$ cat config.mk
export PLATFORM = sky130hd
export DESIGN_NAME = log_move_flat
export DESIGN_NICKNAME = d
export VERILOG_FILES = /design/src/rtl/log_move_if.sv /design/src/rtl/log_move.sv /design/src/flat_wrapper.sv
export SDC_FILE = /design/constraint.sdc
export NUM_CORES = 1
export LEC_CHECK = 0
export ABC_AREA = 1
export CAP_MARGIN = 15
export CORE_MARGIN = 2
export CORE_UTILIZATION = 49
export DETAILED_ROUTE_END_ITERATION = 10
export GPL_TIMING_DRIVEN = 0
export MAX_ROUTING_LAYER = met4
export PLACE_DENSITY_LB_ADDON = 0.12
export SLEW_MARGIN = 10
export SYNTH_ARGS = -nofsm -noshare
export SYNTH_HDL_FRONTEND = slang
export SYNTH_SLANG_ARGS = --single-unit
$ cat constraint.sdc
create_clock -name CLK -period 3.1 [get_ports CLK]
set_clock_uncertainty 0.05 [all_clocks]
set_input_delay 0.31 -clock CLK [delete_from_list [all_inputs] [get_ports CLK]]
set_output_delay 0.31 -clock CLK [all_outputs]
set_load 0.05 [all_outputs]
$ cat src/rtl/log_move_if.sv
// Frame-strobe inputs and log coordinate / lane status outputs of log_move.
// master drives the frame strobes, slave is the log position generator.
interface log_move_if #(
  parameter int NUM_LOGS  = 15,
  parameter int NUM_LANES = 5
);
  logic                 startOfFrame;
  logic                 freeze;
  logic [10:0]          ObjectStartX [NUM_LOGS-1:0];
  logic [10:0]          ObjectStartY [NUM_LOGS-1:0];
  logic [NUM_LANES-1:0] lane_move;
  logic [NUM_LANES-1:0] lane_dir;
  logic                 update_done;
  logic                 overrun;

  modport master (
    output startOfFrame,
    output freeze,
    input  ObjectStartX,
    input  ObjectStartY,
    input  lane_move,
    input  lane_dir,
    input  update_done,
    input  overrun
  );

  modport slave (
    input  startOfFrame,
    input  freeze,
    output ObjectStartX,
    output ObjectStartY,
    output lane_move,
    output lane_dir,
    output update_done,
    output overrun
  );
endinterface

$ cat src/rtl/log_move.sv
// River log position generator: one log stepped per cycle after each
// frame strobe, with per-lane speed, direction and horizontal wrap.
module log_move #(
  parameter int NUM_LOGS      = 15,
  parameter int LOGS_PER_LANE = 3,
  parameter int NUM_LANES     = 5,
  parameter int LANE0_Y       = 100,
  parameter int LANE_H        = 32,
  parameter int LOG_SPACING   = 220,
  parameter int WRAP_W        = 680,
  parameter int BASE_PERIOD   = 1
) (
  input  logic     CLK,
  input  logic     RESETn,
  log_move_if.slave bus
);

  localparam int IW = $clog2(NUM_LOGS);
  localparam int LW = $clog2(NUM_LANES);
  localparam int SW = $clog2(LOGS_PER_LANE + 1);

  typedef enum logic [1:0] {
    IDLE,
    UPDATE,
    DONE
  } state_e;

  state_e               state_q, state_d;
  logic [IW-1:0]        idx_q, idx_d;
  logic [LW-1:0]        lane_q, lane_d;
  logic [SW-1:0]        sub_q, sub_d;
  logic [3:0]           cnt_q [NUM_LANES];
  logic [3:0]           cnt_d [NUM_LANES];
  logic [NUM_LANES-1:0] lane_move_q, lane_move_d;
  logic                 update_done_q, update_done_d;
  logic                 overrun_q, overrun_d;
  logic [10:0]          x_q [NUM_LOGS];
  logic [10:0]          x_d [NUM_LOGS];

  function automatic logic [10:0] step(
    input logic [10:0] x,
    input logic        left
  );
    logic [10:0] r;
    if (left) begin
      r = (x == 11'd0) ? 11'(WRAP_W - 1) : x - 11'd1;
    end else begin
      r = (x == 11'(WRAP_W - 1)) ? 11'd0 : x + 11'd1;
    end
    return r;
  endfunction

  always_ff @(posedge CLK or negedge RESETn) begin
    if (!RESETn) begin
      state_q <= IDLE;
    end else begin
      state_q <= state_d;
    end
  end

  always_comb begin
    state_d = state_q;
    unique case (state_q)
      IDLE: begin
        if (bus.startOfFrame) state_d = UPDATE;
      end
      UPDATE: begin
        if (idx_q == IW'(NUM_LOGS - 1)) state_d = DONE;
      end
      DONE:    state_d = IDLE;
      default: state_d = IDLE;
    endcase
  end

  always_comb begin
    idx_d         = idx_q;
    lane_d        = lane_q;
    sub_d         = sub_q;
    cnt_d         = cnt_q;
    lane_move_d   = lane_move_q;
    x_d           = x_q;
    update_done_d = 1'b0;
    overrun_d     = overrun_q
                  | (bus.startOfFrame && state_q != IDLE);
    unique case (state_q)
      IDLE: begin
        if (bus.startOfFrame) begin
          idx_d  = '0;
          lane_d = '0;
          sub_d  = '0;
          for (int k = 0; k < NUM_LANES; k++) begin
            if (bus.freeze) begin
              lane_move_d[k] = 1'b0;
            end else begin
              lane_move_d[k] =
                (cnt_q[k] == 4'(BASE_PERIOD + k - 1));
              cnt_d[k] = lane_move_d[k] ? 4'd0
                                        : cnt_q[k] + 4'd1;
            end
          end
        end
      end
      UPDATE: begin
        if (lane_move_q[lane_q]) begin
          x_d[idx_q] = step(x_q[idx_q], lane_q[0]);
        end
        idx_d = idx_q + IW'(1);
        if (sub_q == SW'(LOGS_PER_LANE - 1)) begin
          sub_d  = '0;
          lane_d = lane_q + LW'(1);
        end else begin
          sub_d = sub_q + SW'(1);
        end
        if (idx_q == IW'(NUM_LOGS - 1)) update_done_d = 1'b1;
      end
      default: ;
    endcase
  end

  always_ff @(posedge CLK or negedge RESETn) begin
    if (!RESETn) begin
      idx_q         <= '0;
      lane_q        <= '0;
      sub_q         <= '0;
      lane_move_q   <= '0;
      update_done_q <= 1'b0;
      overrun_q     <= 1'b0;
      for (int k = 0; k < NUM_LANES; k++) cnt_q[k] <= 4'd0;
      for (int i = 0; i < NUM_LOGS; i++) begin
        x_q[i] <= 11'((i % LOGS_PER_LANE) * LOG_SPACING);
      end
    end else begin
      idx_q         <= idx_d;
      lane_q        <= lane_d;
      sub_q         <= sub_d;
      lane_move_q   <= lane_move_d;
      update_done_q <= update_done_d;
      overrun_q     <= overrun_d;
      cnt_q         <= cnt_d;
      x_q           <= x_d;
    end
  end

  for (genvar i = 0; i < NUM_LOGS; i++) begin : g_log
    assign bus.ObjectStartX[i] = x_q[i];
    assign bus.ObjectStartY[i] =
      11'(LANE0_Y + (i / LOGS_PER_LANE) * LANE_H);
  end

  for (genvar k = 0; k < NUM_LANES; k++) begin : g_dir
    assign bus.lane_dir[k] = 1'(k % 2);
  end

  assign bus.lane_move   = lane_move_q;
  assign bus.update_done = update_done_q;
  assign bus.overrun     = overrun_q;

endmodule

$ cat src/flat_wrapper.sv
// flat-port wrapper written by rule: the top's interface ports become plain ports
module log_move_flat 
#(
  parameter int NUM_LOGS      = 15,
  parameter int LOGS_PER_LANE = 3,
  parameter int NUM_LANES     = 5,
  parameter int LANE0_Y       = 100,
  parameter int LANE_H        = 32,
  parameter int LOG_SPACING   = 220,
  parameter int WRAP_W        = 680,
  parameter int BASE_PERIOD   = 1
)
  (CLK, RESETn, bus_startOfFrame, bus_freeze, bus_ObjectStartX, bus_ObjectStartY, bus_lane_move, bus_lane_dir, bus_update_done, bus_overrun);
  log_move_if #(.NUM_LOGS(NUM_LOGS), .NUM_LANES(NUM_LANES)) bus_i ();
  input  logic CLK;
  input  logic RESETn;
  input wire logic [$bits(bus_i.startOfFrame)-1:0] bus_startOfFrame;
  input wire logic [$bits(bus_i.freeze)-1:0] bus_freeze;
  output wire logic [$bits(bus_i.ObjectStartX)-1:0] bus_ObjectStartX;
  output wire logic [$bits(bus_i.ObjectStartY)-1:0] bus_ObjectStartY;
  output wire logic [$bits(bus_i.lane_move)-1:0] bus_lane_move;
  output wire logic [$bits(bus_i.lane_dir)-1:0] bus_lane_dir;
  output wire logic [$bits(bus_i.update_done)-1:0] bus_update_done;
  output wire logic [$bits(bus_i.overrun)-1:0] bus_overrun;
  assign bus_i.startOfFrame = bus_startOfFrame;
  assign bus_i.freeze = bus_freeze;
  assign bus_ObjectStartX = {>>{bus_i.ObjectStartX}};
  assign bus_ObjectStartY = {>>{bus_i.ObjectStartY}};
  assign bus_lane_move = bus_i.lane_move;
  assign bus_lane_dir = bus_i.lane_dir;
  assign bus_update_done = bus_i.update_done;
  assign bus_overrun = bus_i.overrun;
  log_move #(.NUM_LOGS(NUM_LOGS), .LOGS_PER_LANE(LOGS_PER_LANE), .NUM_LANES(NUM_LANES), .LANE0_Y(LANE0_Y), .LANE_H(LANE_H), .LOG_SPACING(LOG_SPACING), .WRAP_W(WRAP_W), .BASE_PERIOD(BASE_PERIOD)) u_core (.CLK(CLK), .RESETn(RESETn), .bus(bus_i));
endmodule
==> results.sh <==
export IMPL_seq_area_frac_synth_pct=41.9
export IMPL_worst_slew_pin_slew_ps=743
export IMPL_drcViolationCount=0
export IMPL_period_share_pct=97.1
export IMPL_drtPass1Iterations=6
export IMPL_synth_area_sq_mm=0.0123
export IMPL_track_usage_pct=31.7
export IMPL_grt_pass1_wl_um=62000
export IMPL_arrival_ps=3400
export IMPL_avgSynthCellArea_sq_um=7.13
export IMPL_via_count=12000
export IMPL_vias_per_cell=4.91
export IMPL_critPathBufInv=6
export IMPL_grt_max_degree=83
export IMPL_min_period_ps=3010
export IMPL_synth_distinct_cells=38
export IMPL_grt_pass1_vias=10800
export IMPL_fmax_ghz=0.332
export IMPL_ys_warn_count=0
export IMPL_synth_edf_count=0
export IMPL_cp_slowest_cell="dfrtp_2"
export IMPL_fin_tns_setup_ps=0
export IMPL_ant_nets=0
export IMPL_startpoint_type="register"
export IMPL_end_kind="register"
export IMPL_dp_slack_ps=-414
export IMPL_overflow=0
export IMPL_maxCapViolCount=0
export IMPL_clk_latency_ps=520
export IMPL_maxSlewViolCount=0
export IMPL_synth_top_flop_cell="dfrtp_1"
export IMPL_r2r_slack_ps=90
export IMPL_hold_path_class="input pin to async pin"
export IMPL_die_w_um=162
export IMPL_dieArea_sq_mm=0.0263
export IMPL_fin_ws_ps=88.4
export IMPL_start_util_pct=50.1
export IMPL_clk_pin_slew_ps=60
export IMPL_path_max_fanout=10
export IMPL_drtIter0Drc=1200
export IMPL_drt_wl_total_um=41800
export IMPL_relSlewSlack_pct=50.4
export IMPL_clock_root_buffer="clkbuf_16"
export IMPL_synth_seq_cells=203
export IMPL_clock_sinks=203
export IMPL_worstSetupPathType="register to register"
export IMPL_rsz0062_at_grt="true"
export IMPL_antenna_found_initial=0
export IMPL_finalSetupViolations=0
export IMPL_gp_congestion=0.970
export IMPL_numCtsBuffers=23
export IMPL_slowest_delay_ps=460
export IMPL_postSynthCellCount=1721
export IMPL_drive_gt1_share_pct=16.9
export IMPL_cts_tree="done"
export IMPL_routedWlPerCell_um=17.1
export IMPL_worstPathCellList="inv_2 > buf_12 > buf_8 > nand2_1 > nand3_1 > nand2_1 > nand2_1 > nand2_2 > nor2_4 > buf_4 > ha_2 > inv_1 > nor2_4 > nand2_1 > nand2_1 > nand2_1 > o21ai_4 > clkbuf_16 > nand2_1 > o21ai_1"
export IMPL_holdWs_ps=220
export IMPL_cp_top_family="simple AND/OR/NAND/NOR gates"
export IMPL_htreeDepth=1
export IMPL_pin_count=346
export IMPL_core_area_sq_mm=0.0245
export IMPL_area_growth_pct=31.6
export IMPL_insertedDiodeCount=0
export IMPL_hpwl_um=30300
export IMPL_stdcell_area_sq_mm=0.0161
export IMPL_max_clock_path_buffers=3
export IMPL_status="completed"
export IMPL_fin_nets=2119
export IMPL_place_area_sq_mm=0.0151
export IMPL_hold_violations=0
export IMPL_placement_io_buffers=175
export IMPL_async_flop_share_pct=100
export IMPL_die_h_um=162
export IMPL_cp_common_cell="nand2_1"
export IMPL_critPathRequiredTime_ps=3490
export IMPL_rows=57
==> registers in the layout, summed over array words and instances (netlist names), 2 cells and up <==
| name | flops |
|---|---|
| u_core.idx_q | 4 |
| u_core.lane_q | 3 |
| u_core.bus.ObjectStartX | 165 |
| u_core.cnt_q | 20 |
| u_core.bus.lane_move | 5 |
| u_core.sub_q | 2 |
| u_core.state_q | 2 |
==> per-stage QoR <==
stage	utilization [%]	cells
after detailed placement	61.8	2390
after floorplan	-	1889
after CTS	64.9	2435
after global placement	61.5	2388
after global routing	66.0	2442
final	66.0	2442
==> placed cells by master (no fill, tap or decap), types with 28 or more instances in the layout <==
cell type	Yosys	final
buf_4	181	184
clkbuf_1	21	28
clkdlybuf4s50_1	0	174
conb_1	2	170
dfrtp_1	153	152
dfstp_2	50	50
inv_1	179	177
nand2_1	751	745
nand3_1	93	93
nor2_1	69	67
o21ai_0	48	47
o21ai_1	42	41
==> routing by layer <==
metal | global-route usage [%] | up-vias | share of wire [%]
met1 | 41.5 | 5527 | 40
met3 | 6.23 | 121 | 11
met4 | 10.6 | 0 | 3.7
met2 | 49.6 | 713 | 46
met5 | - | - | 0
li1 | - | 5623 | -
==> cells by family after synthesis <==
group	synth area share, %
compound gates	4.57
xor+xnor	1.21
fa+ha+maj	1.33
buf+inv	19.8
flops	41.9
other cells	0.0612
simple gates	31.1
==> synthesized netlist by cell type (8+ instances only) <==
library cell	instances	area share, %
buf_2	14	0.57
buf_4	181	11
buf_6	15	1.4
clkbuf_1	21	0.64
clkinv_1	15	0.46
dfrtp_1	153	31
dfstp_2	50	11
ha_1	13	1.3
inv_1	179	5.5
nand2_1	751	23
nand2_2	8	0.41
nand3_1	93	3.8
nor2_1	69	2.1
nor2_2	9	0.46
o21ai_0	48	2.0
o21ai_1	42	1.7
xor2_1	14	1.0
==> timing repair <==
item,in CTS,in global routing
resized for setup,15,55
endpoints found under the setup margin,155,140
endpoints found under the hold margin,41,0
pin swaps,2,13
cloned,0,2
setup buffers,3,8
hold buffers,1,0
==> worst paths after layout <==
path	start	to	cells after the start
min in group CLK	bus_startOfFrame	u_core.bus.overrun$_DFF_PN0_	3
worst min register to register	u_core.sub_q[1]$_DFFE_PN0P_	u_core.sub_q[0]$_DFFE_PN0P_	1
worst min-delay path	RESETn	u_core.bus.ObjectStartX[108]$_DFFE_PN0P_	2
max in group asynchronous	RESETn	u_core.bus.ObjectStartX[145]$_DFFE_PN1P_	3
worst max register to register	u_core.idx_q[0]$_DFFE_PN0P_	u_core.bus.ObjectStartX[28]$_DFFE_PN0P_	20
worst max-delay path	u_core.idx_q[0]$_DFFE_PN0P_	u_core.bus.ObjectStartX[28]$_DFFE_PN0P_	20
==> area by class of cell <==
| class | instances | area [sq um] |
|---|---|---|
| clock inverters | 3 | 22.5 |
| well taps | 324 | 405 |
| flip-flops and latches | 203 | 5140 |
| plain buffers | 229 | 1770 |
| fillers | 2197 | 8330 |
| clock buffers | 38 | 662 |
| inverters | 199 | 757 |
| repair buffers | 190 | 1950 |
| multi-input cells | 1256 | 5430 |
Power is left out: the tool's default activity adds up to more than one toggle a clock period on the data nets, which glitch-free logic cannot reach.
